==> src/rtl/pipe_pkg.sv <==
// -----------------------------------------------------------------------------
// pipe_pkg
// Shared types for the pipeline sequencer: FSM state encoding, stall-cause
// codes reported to the core, counter widths and a saturating increment.
// No ports (package).
// -----------------------------------------------------------------------------
package pipe_pkg;

   typedef enum logic [1:0] {
      ST_RUN     = 2'd0,
      ST_LDSTALL = 2'd1,
      ST_FLUSH   = 2'd2,
      ST_MEMWAIT = 2'd3
   } state_t;

   typedef enum logic [1:0] {
      CAUSE_NONE  = 2'b00,
      CAUSE_LDUSE = 2'b01,
      CAUSE_FLUSH = 2'b10,
      CAUSE_MEMW  = 2'b11
   } cause_t;

   // Stall/flush countdown covers up to 7 cycles; wait counter is 8 bits
   localparam int CNT_W  = 3;
   localparam int WCNT_W = 8;

   // Increment that sticks at all-ones instead of wrapping
   function automatic logic [WCNT_W-1:0] sat_inc8(input logic [WCNT_W-1:0] v);
      return (v == '1) ? v : v + 1'b1;
   endfunction

endpackage

==> src/rtl/pipe_perf_cnt.sv <==
// -----------------------------------------------------------------------------
// pipe_perf_cnt
// Optional performance counters for the pipeline sequencer. Only exists when
// the macro PIPE_PERF_EN is defined.
// Ports:
//   clk_i        core clock
//   rst_ni       asynchronous active-low reset
//   stall_i      this cycle the PC was held while the sequencer was ready
//   flush_i      a taken branch was accepted this cycle
//   stall_cyc_o  saturating count of stalled cycles
//   flush_cnt_o  saturating count of accepted branch flushes
// -----------------------------------------------------------------------------
`ifdef PIPE_PERF_EN
module pipe_perf_cnt (
   input  logic        clk_i,
   input  logic        rst_ni,
   input  logic        stall_i,
   input  logic        flush_i,
   output logic [31:0] stall_cyc_o,
   output logic [15:0] flush_cnt_o
);

   logic [31:0] stall_q;
   logic [15:0] flush_q;

   // Both counters stop at their maximum so a long run never reports a
   // small wrapped value
   always_ff @(posedge clk_i or negedge rst_ni) begin
      if (!rst_ni) begin
         stall_q <= '0;
         flush_q <= '0;
      end else begin
         if (stall_i && (stall_q != '1)) begin
            stall_q <= stall_q + 32'd1;
         end
         if (flush_i && (flush_q != '1)) begin
            flush_q <= flush_q + 16'd1;
         end
      end
   end

   assign stall_cyc_o = stall_q;
   assign flush_cnt_o = flush_q;

endmodule
`endif

==> src/rtl/pipe_stall_ctrl.sv <==
// -----------------------------------------------------------------------------
// pipe_stall_ctrl
// Central pipeline sequencer for the 5-stage core. Merges the load-use stall
// request, the EX-stage taken-branch redirect and the data-memory busy signal
// into per-stage enable, bubble and flush controls. Outputs are Mealy: a
// request takes effect in the same cycle it is raised.
// Priority: dmem_busy > br_taken_EX > ld_use_hz.
// Ports:
//   CLK, RSTN        clock, asynchronous active-low reset
//   ld_use_hz        load-use hazard in ID (level)
//   br_taken_EX      taken branch/jump resolved in EX (pulse)
//   dmem_busy        data memory not ready, EX/MEM must hold
//   pc_en, ifid_en   PC and IF/ID load enables
//   ifid_flush       clear IF/ID to NOP
//   idex_bubble      load NOP into ID/EX
//   exmem_en         EX/MEM and MEM/WB load enable
//   stall_cause      00 none, 01 load-use, 10 branch flush, 11 memory wait
//   wait_tmo         sticky memory-wait timeout, cleared only by reset
// Optional feature macro PIPE_PERF_EN adds perf_stall_cyc / perf_flush_cnt.
// -----------------------------------------------------------------------------
module pipe_stall_ctrl
   import pipe_pkg::*;
#(
   parameter int LD_STALL_CYC = 1,
   parameter int FLUSH_CYC    = 1,
   parameter int WAIT_MAX     = 255
) (
   input  logic        CLK,
   input  logic        RSTN,
   input  logic        ld_use_hz,
   input  logic        br_taken_EX,
   input  logic        dmem_busy,
   output logic        pc_en,
   output logic        ifid_en,
   output logic        ifid_flush,
   output logic        idex_bubble,
   output logic        exmem_en,
   output logic [1:0]  stall_cause,
   output logic        wait_tmo
`ifdef PIPE_PERF_EN
   ,
   output logic [31:0] perf_stall_cyc,
   output logic [15:0] perf_flush_cnt
`endif
);

   localparam logic [CNT_W-1:0]  LD_INIT    = CNT_W'(LD_STALL_CYC - 1);
   localparam logic [CNT_W-1:0]  FLUSH_INIT = CNT_W'(FLUSH_CYC - 1);
   localparam logic [WCNT_W-1:0] WAIT_LIM   = WCNT_W'(WAIT_MAX);

   state_t            state_q, state_d;
   logic [CNT_W-1:0]  cnt_q, cnt_d;
   logic [WCNT_W-1:0] wcnt_q, wcnt_d;
   logic              tmo_q, tmo_d;
   logic              rdy_q;
   cause_t            cause;

   // Next-state and output decode. Nothing is driven until rdy_q is set on
   // the first edge after reset release. A memory wait freezes everything
   // and throws away any pending stall/flush countdown. Once the wait ends
   // (or outside any wait) the branch wins over the countdowns, so a branch
   // during a load-use stall restarts as a fresh flush. wcnt_d is the number
   // of consecutive busy cycles including the current one.
   always_comb begin
      state_d     = state_q;
      cnt_d       = cnt_q;
      wcnt_d      = wcnt_q;
      tmo_d       = tmo_q;
      pc_en       = 1'b0;
      ifid_en     = 1'b0;
      ifid_flush  = 1'b0;
      idex_bubble = 1'b0;
      exmem_en    = 1'b0;
      cause       = CAUSE_NONE;

      if (rdy_q) begin
         pc_en    = 1'b1;
         ifid_en  = 1'b1;
         exmem_en = 1'b1;

         if (dmem_busy) begin
            pc_en    = 1'b0;
            ifid_en  = 1'b0;
            exmem_en = 1'b0;
            cause    = CAUSE_MEMW;
            state_d  = ST_MEMWAIT;
            cnt_d    = '0;
            wcnt_d   = sat_inc8(wcnt_q);
            if (wcnt_d >= WAIT_LIM) begin
               tmo_d = 1'b1;
            end
         end else begin
            wcnt_d = '0;
            if (br_taken_EX) begin
               ifid_flush  = 1'b1;
               idex_bubble = 1'b1;
               cause       = CAUSE_FLUSH;
               cnt_d       = FLUSH_INIT;
               state_d     = (FLUSH_CYC > 1) ? ST_FLUSH : ST_RUN;
            end else if (state_q == ST_FLUSH) begin
               ifid_flush = 1'b1;
               cause      = CAUSE_FLUSH;
               cnt_d      = (cnt_q != '0) ? cnt_q - 1'b1 : '0;
               state_d    = (cnt_q <= 1) ? ST_RUN : ST_FLUSH;
            end else if ((state_q == ST_LDSTALL) || ld_use_hz) begin
               pc_en       = 1'b0;
               ifid_en     = 1'b0;
               idex_bubble = 1'b1;
               cause       = CAUSE_LDUSE;
               if (state_q == ST_LDSTALL) begin
                  cnt_d   = (cnt_q != '0) ? cnt_q - 1'b1 : '0;
                  state_d = (cnt_q <= 1) ? ST_RUN : ST_LDSTALL;
               end else begin
                  cnt_d   = LD_INIT;
                  state_d = (LD_STALL_CYC > 1) ? ST_LDSTALL : ST_RUN;
               end
            end else begin
               cnt_d   = '0;
               state_d = ST_RUN;
            end
         end
      end
   end

   assign stall_cause = cause;
   assign wait_tmo    = tmo_q;

   // State, countdowns and the sticky timeout. Reset aborts any stall at once.
   always_ff @(posedge CLK or negedge RSTN) begin
      if (!RSTN) begin
         state_q <= ST_RUN;
         cnt_q   <= '0;
         wcnt_q  <= '0;
         tmo_q   <= 1'b0;
         rdy_q   <= 1'b0;
      end else begin
         rdy_q   <= 1'b1;
         state_q <= state_d;
         cnt_q   <= cnt_d;
         wcnt_q  <= wcnt_d;
         tmo_q   <= tmo_d;
      end
   end

`ifdef PIPE_PERF_EN
   // A branch presented together with dmem_busy is not accepted, so it is
   // not counted as a flush
   pipe_perf_cnt u_perf (
      .clk_i       (CLK),
      .rst_ni      (RSTN),
      .stall_i     (rdy_q & ~pc_en),
      .flush_i     (rdy_q & br_taken_EX & ~dmem_busy),
      .stall_cyc_o (perf_stall_cyc),
      .flush_cnt_o (perf_flush_cnt)
   );
`endif

endmodule
==> config.mk <==
export PLATFORM = sky130hd
export DESIGN_NAME = pipe_stall_ctrl
export DESIGN_NICKNAME = d
export VERILOG_FILES = /design/src/rtl/pipe_pkg.sv /design/src/rtl/pipe_perf_cnt.sv /design/src/rtl/pipe_stall_ctrl.sv
export SDC_FILE = /design/constraint.sdc
export NUM_CORES = 1
export LEC_CHECK = 0
export ABC_AREA = 1
export CORE_MARGIN = 2
export CORE_UTILIZATION = 53
export CTS_CLUSTER_SIZE = 14
export DETAILED_ROUTE_END_ITERATION = 7
export PLACE_DENSITY_LB_ADDON = 0.08
export SYNTH_ARGS = -nofsm -noshare
export SYNTH_HDL_FRONTEND = slang
export SYNTH_SLANG_ARGS = --single-unit
==> constraint.sdc <==
create_clock -name CLK -period 1.7 [get_ports CLK]
set_input_delay 0.51 -clock CLK [delete_from_list [all_inputs] [get_ports CLK]]
set_output_delay 0.51 -clock CLK [all_outputs]
set_load 0.05 [all_outputs]
==> reports/results.tsv <==
metric	value	unit
status	finished, violations left	
failing checks	setup timing	
initial core utilization	0.561	
Setup Skew	0.0124	ns
io pins	13	
final cycle utilization of the critical path	1.17	
Yosys cell types	26	
warnings from Yosys	0	
GPL Wtd Cong	0.891	
number of core rows	15	
Critical Path AT	1.47	ns
initial antenna violation count	0	
pwr dens	614	nW/µm²
Total GRT Usage	0.220	
DR top layer	met4	
I/O Buffers	12	
share of the yosys chip area belonging to registers	0.392	
Fin. Hold Viols	0	
Die Y	46.5	µm
synth cell count leaders	nand2_1, inv_1, dfrtp_1	
DRC	0	
die width	46.5	µm
CTS buffer count	3	
cell mode on critical path	inv_2	
most common cell in the netlist	nand2_1	
Synth Register Bits	15	
Post-synth EDFFs	0	
GRT Residual Overflow	0	
Comb pwr share	0.287	
Mapped Cells	126	
placed insts	171	
Period minus WS final	1.98	ns
WP buf/inv	4	
M1 WL	860	µm
switch share	0.321	
final setup violation count	6	
Syn Nets	134	
setup_tns	-1.38	ns
critical path's largest stage delay	0.40	ns
DP HPWL	1620	µm
Hold WS	0.519	ns
Top FF cell, synth	dfrtp_1	
antenna cells	0	
maxcap violations	0	
antenna viol nets, final	0	
Via Count	896	
Setup crit end kind	output port	
vias in the first global route	841	
layout cell share with drive strength beyond 1	0.344	
Final Max Slew Viols	0	
Seq pwr share	0.459	
worst-path cell chain	inv_2, nand2_2, inv_2, nor2_2, buf_6, a21oi_4, buf_12	
Max Root-Sink Buffers	2	
Post-CTS Hold Buffers	0	
Cell Area, Placed	1280	µm²
CP delay by family, top	buffers and inverters	
critical path type	reg -> out	
switching pwr	0.269	mW
synth top area cells	dfrtp_1, nand2_1, inv_1	
Skew-Pair Late Insertion Delay	0.28	ns
Worst IR Drop VDD	655	µV
Synth async-reset ratio	1.00	
root buf cell	clkbuf_4	
synthesis-to-finish area growth	42.3	%
core footprint	1710	µm²
Synth top area share	0.392	
routed wl met2	1170	µm
clk slew on worst S/H paths	0.11	ns
met3 wire length	98	µm
clock network fraction of total power	0.254	
initial DRC count	17	
final worst slack	-0.282	ns
Non-Filler Instances	179	
Sequential cell area	375	µm²
die area	2160	µm²
Sink Count	15	
Max Fanout on Critical Path	3	
1st-pass router iterations	5	
Pleak	0.642	nW
largest area contributor in the netlist	dfrtp_1	
final WL	2140	µm
CTS H-tree depth	1	
Final Cell Area	1360	µm²
syn_area_per_cell	7.61	µm²
Req. time, crit path	1.19	ns
fmax	0.505	GHz
WL per Instance	12.0	µm
# fillers	120	
Worst setup startpoint	state_q[0]$_DFFE_PN0P_	
R2R Path Start	rdy_q$_DFF_PN0_	
critical path's slowest cell	dfrtp_1	
first-pass GRT wire length	3370	µm
CTS tree	done	
vias per inst	5.01	
worst hold path class	in -> async	
post-synth design cell area	958	µm²
pin count of the biggest net entering global routing	16	
Final nets	163	
RSZ-0062 raised after global routing	true	
Worst setup SP type	flop	
Internal Pwr Total	0.568	mW
area of the multi-input gates	526	µm²
power groups by stage:
| stage | logic, mW | clock network, mW | registers (mW) |
|---|---|---|---|
| 2_1_floorplan | 0.124 | 0 | 0.387 |
| 3_3_place_gp | 0.217 | 0 | 0.390 |
| 3_5_place_dp | 0.222 | 0 | 0.390 |
| 4_1_cts | 0.227 | 0.221 | 0.384 |
| 5_1_grt | 0.258 | 0.233 | 0.386 |
| 6_report | 0.240 | 0.212 | 0.384 |
what timing repair did:
action / in CTS / in global routing
buffers inserted: 0 / 5
resized for setup: 10 / 7
endpoints found under the setup margin: 7 / 7
pin swaps: 2 / 4
worst paths after layout:
kind | to | cells past startpoint | slack, ns
max | pc_en | 7 | -0.28
min | wcnt_q[3]$_DFFE_PN0P_ | 2 | 0.52
max reg2reg | wait_tmo$_DFFE_PN0P_ | 10 | 0.26
min reg2reg | cnt_q[0]$_DFFE_PN0P_ | 1 | 0.52
max in group asynchronous | wcnt_q[0]$_DFFE_PN0P_ | 2 | 0.99
min in group CLK | cnt_q[0]$_DFFE_PN0P_ | 1 | 0.52
sequential cells by signal (all words and copies together), names as in the netlist:
signal    count
rdy_q         1
wait_tmo      1
cnt_q         3
state_q       2
wcnt_q        8
cell type report:
cell class / instances / share of cell area
Multi-Input combinational cell: 89 / 0.385
Sequential cell: 15 / 0.275
Clock inverter: 1 / 0.00550
Clock buffer: 3 / 0.0165
Tap cell: 25 / 0.0229
Timing Repair Buffer: 26 / 0.224
Inverter: 20 / 0.0706
cells in the final DEF (no fill, tap or decap), drive strengths merged, types with 3 or more instances in the layout:
master | synthesis | final
clkbuf | 0 | 4
a21oi | 6 | 6
nand3 | 6 | 6
ha | 3 | 3
nor2 | 18 | 18
o22ai | 3 | 3
inv | 19 | 18
buf | 2 | 22
dfrtp | 15 | 15
o21ai | 7 | 7
nand2 | 34 | 34
cell families after synthesis:
group | synth area share
XOR/XNOR | 0.0183
flip-flops | 0.392
buffers and inverters | 0.108
AND/OR/NAND/NOR | 0.302
adder cells (fa/ha/maj) | 0.0392
AO/OA/AOI/OAI | 0.137
other | 0.00391
per-layer routing:
metal / vias to the layer above / track usage
li1: 460 / -
met3: 2 / 0.0510
met1: 409 / 0.243
met2: 25 / 0.411
met5: - / 0
met4: 0 / 0.0629
per-stage QoR:
step / util / power (mW) / worst slack (ns)
after floorplan: - / 0.511 / -0.315
after global placement: 0.752 / 0.606 / -0.423
after detailed placement: 0.752 / 0.612 / -0.434
after CTS: 0.777 / 0.831 / -0.286
after global routing: 0.799 / 0.877 / -0.346
final: 0.799 / 0.837 / -0.282
Note: power is estimated with default switching activity, not from simulation.
